## src/rtl/apb_cmd_sequencer_if.sv

```systemverilog
// Host command/response ports and the mul_slave command/return bus of the sequencer.
// The slave modport is the sequencer's view; master is the host plus subsystem side.
interface apb_cmd_sequencer_if;
    logic       cmd_valid;
    logic       cmd_ready;
    logic [1:0] cmd_slv;
    logic [3:0] cmd_addr;
    logic [7:0] cmd_data;
    logic       cmd_wr;

    logic [1:0] slv_addr_o;
    logic [3:0] addr_o;
    logic [7:0] data_o;
    logic       wr_o;
    logic       newd_o;
    logic [7:0] dataout_i;
    logic       slverr_i;

    logic       rsp_valid;
    logic       rsp_ready;
    logic [7:0] rsp_data;
    logic       rsp_err;
    logic       rsp_wr;
    logic       busy;

    modport slave (
        input  cmd_valid, cmd_slv, cmd_addr, cmd_data, cmd_wr,
        input  dataout_i, slverr_i, rsp_ready,
        output cmd_ready, slv_addr_o, addr_o, data_o, wr_o, newd_o,
        output rsp_valid, rsp_data, rsp_err, rsp_wr, busy
    );

    modport master (
        output cmd_valid, cmd_slv, cmd_addr, cmd_data, cmd_wr,
        output dataout_i, slverr_i, rsp_ready,
        input  cmd_ready, slv_addr_o, addr_o, data_o, wr_o, newd_o,
        input  rsp_valid, rsp_data, rsp_err, rsp_wr, busy
    );
endinterface

```

## src/rtl/apb_cmd_sequencer.sv

```systemverilog
// Buffers host commands in a FIFO and replays them one at a time onto the mul_slave
// newd/wr/addr/data interface with fixed hold and settle timing, returning one response each.
module apb_cmd_sequencer #(
    parameter int DEPTH        = 4,
    parameter int ISSUE_CYCLES = 2,
    parameter int WAIT_CYCLES  = 3
) (
    input  logic                 pclk,
    input  logic                 presetn,
    apb_cmd_sequencer_if.slave   bus
);
    localparam int AW   = $clog2(DEPTH);
    localparam int CMAX = (ISSUE_CYCLES > WAIT_CYCLES) ? ISSUE_CYCLES : WAIT_CYCLES;
    localparam int CW   = $clog2(CMAX + 1);

    typedef enum logic [1:0] {S_IDLE, S_ISSUE, S_WAIT, S_RESP} state_t;

    // FIFO entry layout: {slv[1:0], addr[3:0], data[7:0], wr}
    logic [14:0]   r_mem [DEPTH];
    logic [AW-1:0] r_wptr;
    logic [AW-1:0] r_rptr;
    logic [AW:0]   r_count;

    logic          w_full;
    logic          w_empty;
    logic          w_push;
    logic          w_pop;
    logic [14:0]   w_head;

    state_t        r_state;
    state_t        w_state_nxt;
    logic [CW-1:0] r_cnt;
    logic [CW-1:0] w_cnt_nxt;
    logic          r_newd;
    logic          w_newd_nxt;
    logic          w_load;

    logic [1:0]    r_slv;
    logic [3:0]    r_addr;
    logic [7:0]    r_data;
    logic          r_wr;

    logic          r_rsp_valid;
    logic          w_rsp_valid_nxt;
    logic [7:0]    r_rsp_data;
    logic [7:0]    w_rsp_data_nxt;
    logic          r_rsp_err;
    logic          w_rsp_err_nxt;
    logic          r_rsp_wr;
    logic          w_rsp_wr_nxt;

    assign w_full  = (r_count == (AW+1)'(DEPTH));
    assign w_empty = (r_count == '0);
    assign w_push  = bus.cmd_valid && !w_full;
    assign w_head  = r_mem[r_rptr];

    // Storage carries data only; occupancy is tracked by the reset pointers/count.
    always_ff @(posedge pclk) begin
        if (w_push) begin
            r_mem[r_wptr] <= {bus.cmd_slv, bus.cmd_addr, bus.cmd_data, bus.cmd_wr};
        end
    end

    always_ff @(posedge pclk or negedge presetn) begin
        if (!presetn) begin
            r_wptr  <= '0;
            r_rptr  <= '0;
            r_count <= '0;
        end else begin
            if (w_push) r_wptr <= r_wptr + AW'(1);
            if (w_pop)  r_rptr <= r_rptr + AW'(1);
            case ({w_push, w_pop})
                2'b10:   r_count <= r_count + 1'b1;
                2'b01:   r_count <= r_count - 1'b1;
                default: r_count <= r_count;
            endcase
        end
    end

    always_ff @(posedge pclk or negedge presetn) begin
        if (!presetn) begin
            r_state     <= S_IDLE;
            r_cnt       <= '0;
            r_newd      <= 1'b0;
            r_slv       <= '0;
            r_addr      <= '0;
            r_data      <= '0;
            r_wr        <= 1'b0;
            r_rsp_valid <= 1'b0;
            r_rsp_data  <= '0;
            r_rsp_err   <= 1'b0;
            r_rsp_wr    <= 1'b0;
        end else begin
            r_state     <= w_state_nxt;
            r_cnt       <= w_cnt_nxt;
            r_newd      <= w_newd_nxt;
            r_rsp_valid <= w_rsp_valid_nxt;
            r_rsp_data  <= w_rsp_data_nxt;
            r_rsp_err   <= w_rsp_err_nxt;
            r_rsp_wr    <= w_rsp_wr_nxt;
            if (w_load) begin
                r_slv  <= w_head[14:13];
                r_addr <= w_head[12:9];
                r_data <= w_head[8:1];
                r_wr   <= w_head[0];
            end
        end
    end

    always_comb begin
        w_state_nxt     = r_state;
        w_cnt_nxt       = r_cnt;
        w_newd_nxt      = r_newd;
        w_pop           = 1'b0;
        w_load          = 1'b0;
        w_rsp_valid_nxt = r_rsp_valid;
        w_rsp_data_nxt  = r_rsp_data;
        w_rsp_err_nxt   = r_rsp_err;
        w_rsp_wr_nxt    = r_rsp_wr;
        case (r_state)
            S_IDLE: begin
                if (!w_empty) begin
                    w_pop  = 1'b1;
                    w_load = 1'b1;
                    // Selects 00/11 address no slave: answer locally, never touch newd.
                    if (w_head[14:13] == 2'b00 || w_head[14:13] == 2'b11) begin
                        w_rsp_valid_nxt = 1'b1;
                        w_rsp_err_nxt   = 1'b1;
                        w_rsp_data_nxt  = '0;
                        w_rsp_wr_nxt    = w_head[0];
                        w_state_nxt     = S_RESP;
                    end else begin
                        w_newd_nxt  = 1'b1;
                        w_cnt_nxt   = '0;
                        w_state_nxt = S_ISSUE;
                    end
                end
            end
            S_ISSUE: begin
                if (r_cnt == CW'(ISSUE_CYCLES - 1)) begin
                    w_newd_nxt  = 1'b0;
                    w_cnt_nxt   = '0;
                    w_state_nxt = S_WAIT;
                end else begin
                    w_cnt_nxt = r_cnt + 1'b1;
                end
            end
            S_WAIT: begin
                if (r_cnt == CW'(WAIT_CYCLES - 1)) begin
                    w_rsp_valid_nxt = 1'b1;
                    w_rsp_err_nxt   = bus.slverr_i;
                    w_rsp_data_nxt  = r_wr ? 8'h00 : bus.dataout_i;
                    w_rsp_wr_nxt    = r_wr;
                    w_cnt_nxt       = '0;
                    w_state_nxt     = S_RESP;
                end else begin
                    w_cnt_nxt = r_cnt + 1'b1;
                end
            end
            S_RESP: begin
                if (bus.rsp_ready) begin
                    w_rsp_valid_nxt = 1'b0;
                    w_state_nxt     = S_IDLE;
                end
            end
            default: w_state_nxt = S_IDLE;
        endcase
    end

    assign bus.cmd_ready  = !w_full;
    assign bus.slv_addr_o = r_slv;
    assign bus.addr_o     = r_addr;
    assign bus.data_o     = r_data;
    assign bus.wr_o       = r_wr;
    assign bus.newd_o     = r_newd;
    assign bus.rsp_valid  = r_rsp_valid;
    assign bus.rsp_data   = r_rsp_data;
    assign bus.rsp_err    = r_rsp_err;
    assign bus.rsp_wr     = r_rsp_wr;
    assign bus.busy       = (r_state != S_IDLE) || !w_empty;
endmodule
```

## src/flat_wrapper.sv

```systemverilog
// flat-port wrapper written by rule: the top's interface ports become plain ports
module apb_cmd_sequencer_flat 
#(
    parameter int DEPTH        = 4,
    parameter int ISSUE_CYCLES = 2,
    parameter int WAIT_CYCLES  = 3
)
  (pclk, presetn, bus_cmd_valid, bus_cmd_slv, bus_cmd_addr, bus_cmd_data, bus_cmd_wr, bus_dataout_i, bus_slverr_i, bus_rsp_ready, bus_cmd_ready, bus_slv_addr_o, bus_addr_o, bus_data_o, bus_wr_o, bus_newd_o, bus_rsp_valid, bus_rsp_data, bus_rsp_err, bus_rsp_wr, bus_busy);
  apb_cmd_sequencer_if bus_i ();
  input  logic pclk;
  input  logic presetn;
  input wire logic [$bits(bus_i.cmd_valid)-1:0] bus_cmd_valid;
  input wire logic [$bits(bus_i.cmd_slv)-1:0] bus_cmd_slv;
  input wire logic [$bits(bus_i.cmd_addr)-1:0] bus_cmd_addr;
  input wire logic [$bits(bus_i.cmd_data)-1:0] bus_cmd_data;
  input wire logic [$bits(bus_i.cmd_wr)-1:0] bus_cmd_wr;
  input wire logic [$bits(bus_i.dataout_i)-1:0] bus_dataout_i;
  input wire logic [$bits(bus_i.slverr_i)-1:0] bus_slverr_i;
  input wire logic [$bits(bus_i.rsp_ready)-1:0] bus_rsp_ready;
  output wire logic [$bits(bus_i.cmd_ready)-1:0] bus_cmd_ready;
  output wire logic [$bits(bus_i.slv_addr_o)-1:0] bus_slv_addr_o;
  output wire logic [$bits(bus_i.addr_o)-1:0] bus_addr_o;
  output wire logic [$bits(bus_i.data_o)-1:0] bus_data_o;
  output wire logic [$bits(bus_i.wr_o)-1:0] bus_wr_o;
  output wire logic [$bits(bus_i.newd_o)-1:0] bus_newd_o;
  output wire logic [$bits(bus_i.rsp_valid)-1:0] bus_rsp_valid;
  output wire logic [$bits(bus_i.rsp_data)-1:0] bus_rsp_data;
  output wire logic [$bits(bus_i.rsp_err)-1:0] bus_rsp_err;
  output wire logic [$bits(bus_i.rsp_wr)-1:0] bus_rsp_wr;
  output wire logic [$bits(bus_i.busy)-1:0] bus_busy;
  assign bus_i.cmd_valid = bus_cmd_valid;
  assign bus_i.cmd_slv = bus_cmd_slv;
  assign bus_i.cmd_addr = bus_cmd_addr;
  assign bus_i.cmd_data = bus_cmd_data;
  assign bus_i.cmd_wr = bus_cmd_wr;
  assign bus_i.dataout_i = bus_dataout_i;
  assign bus_i.slverr_i = bus_slverr_i;
  assign bus_i.rsp_ready = bus_rsp_ready;
  assign bus_cmd_ready = bus_i.cmd_ready;
  assign bus_slv_addr_o = bus_i.slv_addr_o;
  assign bus_addr_o = bus_i.addr_o;
  assign bus_data_o = bus_i.data_o;
  assign bus_wr_o = bus_i.wr_o;
  assign bus_newd_o = bus_i.newd_o;
  assign bus_rsp_valid = bus_i.rsp_valid;
  assign bus_rsp_data = bus_i.rsp_data;
  assign bus_rsp_err = bus_i.rsp_err;
  assign bus_rsp_wr = bus_i.rsp_wr;
  assign bus_busy = bus_i.busy;
  apb_cmd_sequencer #(.DEPTH(DEPTH), .ISSUE_CYCLES(ISSUE_CYCLES), .WAIT_CYCLES(WAIT_CYCLES)) u_core (.pclk(pclk), .presetn(presetn), .bus(bus_i));
endmodule
```

## config.mk

```make
export PLATFORM = sky130hd
export DESIGN_NAME = apb_cmd_sequencer_flat
export DESIGN_NICKNAME = d
export VERILOG_FILES = /design/src/rtl/apb_cmd_sequencer_if.sv /design/src/rtl/apb_cmd_sequencer.sv /design/src/flat_wrapper.sv
export SDC_FILE = /design/constraint.sdc
export NUM_CORES = 1
export LEC_CHECK = 0
export ABC_AREA = 1
export CORE_MARGIN = 4
export CORE_UTILIZATION = 45
export CTS_CLUSTER_SIZE = 28
export DETAILED_ROUTE_END_ITERATION = 6
export GPL_TIMING_DRIVEN = 0
export HOLD_SLACK_MARGIN = 0.12
export PLACE_DENSITY_LB_ADDON = 0.3
export SYNTH_ARGS = -nofsm -noshare
export SYNTH_HDL_FRONTEND = slang
export SYNTH_SLANG_ARGS = --single-unit
```

## constraint.sdc

```tcl
create_clock -name pclk -period 5.61 [get_ports pclk]
set_input_delay 0.8415 -clock pclk [delete_from_list [all_inputs] [get_ports pclk]]
set_output_delay 0.8415 -clock pclk [all_outputs]
set_load 0.05 [all_outputs]
```

# Yosys cells after proc, flatten, opt, wreduce, memory -nomap -nowiden
# Memory sizes are Yosys's and may differ from the RTL's.
# Index checks and enable logic that the tools add are counted.
# Widths: inputs -> output; s select.
dict set report word_totals {
  register_bits 38
  mem_bits_rw 60
  in_bits 28
  output_inout_bits 29
  elab_cells 90
  memories 1
}
dict set report classes {
  add_sub_neg 5
  n_eq_ne 15
  n_mux 36
  n_reduce_logical 19
}
# name depth word_bits read_ports rd_clocked_by_memory_dff write_ports line_no
set memory_table {}
lappend memory_table {u_core.r_mem 4 15 1 0 1 apb_cmd_sequencer.sv:19} ;# logic [14:0] r_mem [DEPTH];
# cell n
set ops {}
lappend ops {{$mux 8} 4}
lappend ops {{$mux 2} 9}
lappend ops {{$pmux 8 s2} 1}
lappend ops {{$mux 1} 15}
lappend ops {{$reduce_and 4->1} 3}
lappend ops {{$eq 2x2->1 const B} 5}
lappend ops {{$pmux 2 s4} 1}
lappend ops {{$reduce_bool 2->1} 4}
lappend ops {{$add 2x1->2 const B} 3}
lappend ops {{$eq 2x1->1 const B} 3}
lappend ops {{$ne 2x1->1 const B} 3}
lappend ops {{$ne 2x2->1 const B} 3}
lappend ops {{$pmux 1 s2} 3}
lappend ops {{$pmux 2 s3} 1}
lappend ops {{$pmux 3 s2} 1}
lappend ops {{$reduce_bool 3->1} 2}
lappend ops {{$reduce_and 5->1} 1}
lappend ops {{$logic_not 2->1} 2}
lappend ops {{$add 3x1->3 const B} 1}
lappend ops {{$eq 3x3->1 const B} 1}
lappend ops {{$logic_not 3->1} 1}
lappend ops {{$pmux 1 s3} 1}
lappend ops {{$reduce_and 3->1} 1}
lappend ops {{$sub 3x1->3 const B} 1}
lappend ops {{3 further kinds} 5}

# Longest topological paths before layout
# An unclocked memory read counts as a cell.
dict set report logic_depth {
  word_depth 6
  mapped_depth 11
  mapped_depth_nobuf 10
}

# Least setup slack after synthesis
# No wires, ideal clock.
dict set report synth_timing {
  kind {register -> register}
  startpoint {register u_core.r_state[0]}
  endpoint {register u_core.r_count[2]}
  t_arrival_ns 2.310
  path_slack_ns 3.169
  path_stages_with_launch 12
  synth_period_minus_slack_ns 2.441
  path_cell_list {dfrtp_1 -> inv_1 -> ha_1 -> inv_2 -> a31oi_4 -> clkbuf_1 -> ha_1 -> inv_1 -> fa_1 -> a21oi_1 -> o21ai_0 -> xor2_1}
}
dict set report synth_between {
  elab_chain_cells 4
  word_cells_on_any_way 6
  classes_between {eq/ne (2); mux (2); reduce/logical (2)}
}
# element line_no
set synth_lines {}
lappend synth_lines {{from (decl)} apb_cmd_sequencer.sv:30} ;# state_t r_state;
lappend synth_lines {{from (signal assigned)} apb_cmd_sequencer.sv:94} ;# r_state <= w_state_nxt;
lappend synth_lines {{$logic_not 2->1 *} -}
lappend synth_lines {{$mux 1 *} -}
lappend synth_lines {{via u_core.w_load} apb_cmd_sequencer.sv:36} ;# logic w_load;
lappend synth_lines {{$eq 2x1->1 or $eq 2x2->1 (tied branches)} apb_cmd_sequencer.sv:72} ;# case ({w_push, w_pop})
lappend synth_lines {{$pmux 3 s2 or $reduce_bool 2->1 (tied branches)} -}
lappend synth_lines {{to (signal assigned)} apb_cmd_sequencer.sv:73} ;# 2'b10: r_count <= r_count + 1'b1;
lappend synth_lines {{to (signal assigned)} apb_cmd_sequencer.sv:74} ;# 2'b01: r_count <= r_count - 1'b1;
lappend synth_lines {{to (signal assigned)} apb_cmd_sequencer.sv:75} ;# default: r_count <= r_count;
lappend synth_lines {{to (decl)} apb_cmd_sequencer.sv:22} ;# logic [AW:0] r_count;
# The timed path passes the listed nets; every way through them passes the cells marked *.
# A chain may end at the register's enable or synchronous reset.

# Worst setup path in the final report
dict set report layout_timing {
  startpoint {register u_core.r_state[1]}
  endpoint {output bus_busy}
}
dict set report layout_between {
  elab_chain_cells 2
}
# element line_no
set layout_lines {}
lappend layout_lines {{$reduce_bool 2->1} apb_cmd_sequencer.sv:180} ;# assign bus.busy = (r_state != S_IDLE) || !w_empty;
lappend layout_lines {{$logic_or 1x1->1} apb_cmd_sequencer.sv:180}
lappend layout_lines {{to (decl)} flat_wrapper.sv:30} ;# output wire logic [$bits(bus_i.busy)-1:0] bus_busy;
# Every way passes these cells.

==> reports/qor.yml <==
netlist_area_um2: 4180
root_buffer: "clkbuf_8"
rr_startpoint: "u_core.r_state[1]$_DFFE_PN0P_"
slowest_delay_ns: 0.76
io_buffers: 56
ios: 57
synth_edf_count: 60
fin_util_pct: 57.3
slew_viol_final: 0
synth_top_flop_cell: "edfxtp_1"
final_cell_mix: "79 x nand2_1, 68 x nor2_1, 60 x edfxtp_1"
dieArea_um2: 10900
finalSetupViolations: 0
crit_arrival_ns: 2.20
hold_path.class: "in -> async"
relSlewSlack_pct: 35.9
ant_nets: 0
die_h_um: 104
clk_pin_slew_ns: 0.09
grt_max_degree: 32
synth_warnings: 0
post-cts-setup-buffers: 0
skew_ns: 0.0113
cts_sinks: 98
firstDrtPassIters: 4
p_leak_nw: 2.05
synth_cell_types: 26
ys_seq_area_share_pct: 65.8
area_growth_pct: 21.8
routabilityCongestion: 0.811
drc_errors: 0
drive_gt1_share_pct: 8.41
die_x_um: 104
whs_ns: 0.331
critPathLaunchType: "flip-flop"
ff2ff_path_depth: 11
syn_area_per_cell_um2: 10.7
switching_share_pct: 45.5
end_kind: "primary output"
row_count: 34
clock_latency_ns: 0.36
worst_slew_pin_slew_ns: 0.960
r2r_slack_ns: 2.63
drt_iter0_drc: 125
finalCritPeriodShare_pct: 54.3
ys_seq_elements: 98
n_fill_cell: 734
setup_tns_ns: 0
ir_drop_uv: 317
fmax_mhz: 328
criticalPathCategory: "reg -> out"
grt_pass1_vias: 2825
cpMaxStageDelayCell: "clkdlybuf4s50_1"
timing.rr.end: "u_core.r_count[2]$_DFFE_PN0P_"
cts_resized: 0
synthesis.nets: 431
required_ns: 4.77
core_region_area_um2: 8890
viasPerCell: 5.13
wire_per_inst_um: 15.0
cts_buffers: 9
tritoncts: "built"
finalNetCount: 499
antenna_found_initial: 0
p_seq_share_pct: 34.9
dp_hpwl_um: 5660
rsz0062_at_grt: "no"
p_comb_share_pct: 51.3
diodes: 0
fin_crit_ns: 3.05
power_switching_mw: 1.45
p_int_mw: 1.74
ys_async_sr_fraction_pct: 38.8
power_frac_clock_pct: 13.8
grt_pass1_wl_um: 13800
grt_usage_pct: 16.2
postSynthCellCount: 391
h-tree-depth: 3
start_util_pct: 47.0
drv_cap: 0
grt_overflow: 0
mostFrequentLayoutCell: "nand2_1"
crit_chain: "inv_1 > ha_1 > nand4_1 > clkdlybuf4s50_1"
cts_hold_buf: 0
cellPowerDensity_nw_per_um2: 626
clockBufferDepth: 2
outcome: "finished clean"
vias: 2932
finalHoldViolCount: 0
cp_max_fo: 5
totalWireLength_um: 8590
[synth_stat cells, types with 5 or more instances]
cell type | count | area share (%)
nand2_1 | 79 | 7.1
nor2_1 | 72 | 6.5
edfxtp_1 | 60 | 43
dfrtp_1 | 38 | 23
o21ai_0 | 33 | 4.0
inv_1 | 20 | 1.8
nand3_1 | 18 | 2.2
a31oi_1 | 12 | 1.8
ha_1 | 11 | 3.3
nand3b_1 | 8 | 1.4
a21oi_1 | 7 | 0.84
buf_2 | 5 | 0.60
clkbuf_1 | 5 | 0.45
inv_2 | 5 | 0.45
[worst max-delay path, delay by kind of cell, from the launching register on]
kind / cells / cell delay (ns)
buf+inv: 2 / 0.89
flops: 1 / 0.44
fa+ha+maj: 1 / 0.30
simple gates: 1 / 0.22
[power by group through the flow]
stage / clock, mW / sequential [mW] / combinational, mW
3_5_place_dp: 0 / 1.13 / 1.64
5_1_grt: 0.479 / 1.14 / 1.80
6_report: 0.440 / 1.11 / 1.64
3_3_place_gp: 0 / 1.12 / 1.59
4_1_cts: 0.453 / 1.11 / 1.65
2_1_floorplan: 0 / 1.45 / 0.806
[how the worst max path moves through the flow]
stage / cells after the start / start / to / slack [ns]
after floorplan: 11 / u_core.r_state[0]$_DFFE_PN0P_ / u_core.r_count[2]$_DFFE_PN0P_ / 3.17
after global placement: 3 / bus_cmd_valid / u_core.r_mem[2][8]$_DFFE_PP_ / 2.48
after detailed placement: 11 / u_core.r_state[0]$_DFFE_PN0P_ / u_core.r_count[2]$_DFFE_PN0P_ / 2.64
after CTS: 4 / u_core.r_state[0]$_DFFE_PN0P_ / bus_busy / 2.54
after global routing: 11 / u_core.r_state[1]$_DFFE_PN0P_ / u_core.r_count[2]$_DFFE_PN0P_ / 2.42
final: 4 / u_core.r_state[1]$_DFFE_PN0P_ / bus_busy / 2.56
[cell families (layout without fill, tap and decap cells)]
family,count (synthesis),after routing,share of synthesized area [%]
AND/OR/NAND/NOR,185,185,18.4
flip-flops,98,98,65.8
AO/OA/AOI/OAI,54,54,7.21
buffers and inverters,38,111,3.92
adder cells (fa/ha/maj),12,12,3.77
XOR/XNOR,4,4,0.838
[per-layer routing]
layer  vias up  track usage, %  share of wire, %  wire (µm)
met3        22            4.03               7.5        647
met4         0            7.22               2.4        207
met5         -               0                 0          0
li1       1441               -                 -          -
met2       107            28.1                49       4230
met1      1362            18.8                41       3510
[final cells by class]
class / instances / area (µm²) / share of cell area [%]
clock inverters: 5 / 60.1 / 1.18
multi-input cells: 255 / 1270 / 25.0
inverters: 25 / 93.8 / 1.84
clock buffers: 11 / 131 / 2.58
repair buffers: 57 / 576 / 11.3
well taps: 108 / 135 / 2.65
plain buffers: 13 / 70.1 / 1.38
flip-flops and latches: 98 / 2750 / 54.1
[flip-flops by register name, summed over array words and instances (netlist names)]
| name | cells |
|---|---|
| u_core.bus.data_o | 8 |
| u_core.r_count | 3 |
| u_core.bus.addr_o | 4 |
| u_core.r_state | 2 |
| u_core.bus.wr_o | 1 |
| u_core.bus.rsp_data | 8 |
| u_core.bus.rsp_wr | 1 |
| u_core.r_wptr | 2 |
| u_core.r_mem | 60 |
| u_core.bus.rsp_valid | 1 |
| u_core.bus.rsp_err | 1 |
| u_core.bus.newd_o | 1 |
| u_core.r_rptr | 2 |
| u_core.bus.slv_addr_o | 2 |
| u_core.r_cnt | 2 |
[metrics by stage]
step,instance area (µm²),cells,total power [mW],setup slack (ns)
2_1_floorplan,4180,391,2.26,3.17
3_3_place_gp,4880,555,2.72,2.48
3_5_place_dp,4900,556,2.77,2.64
4_1_cts,5090,572,3.21,2.54
5_1_grt,5090,572,3.42,2.42
6_report,5090,572,3.19,2.56
No activity file was read; power rests on OpenSTA's default activity.
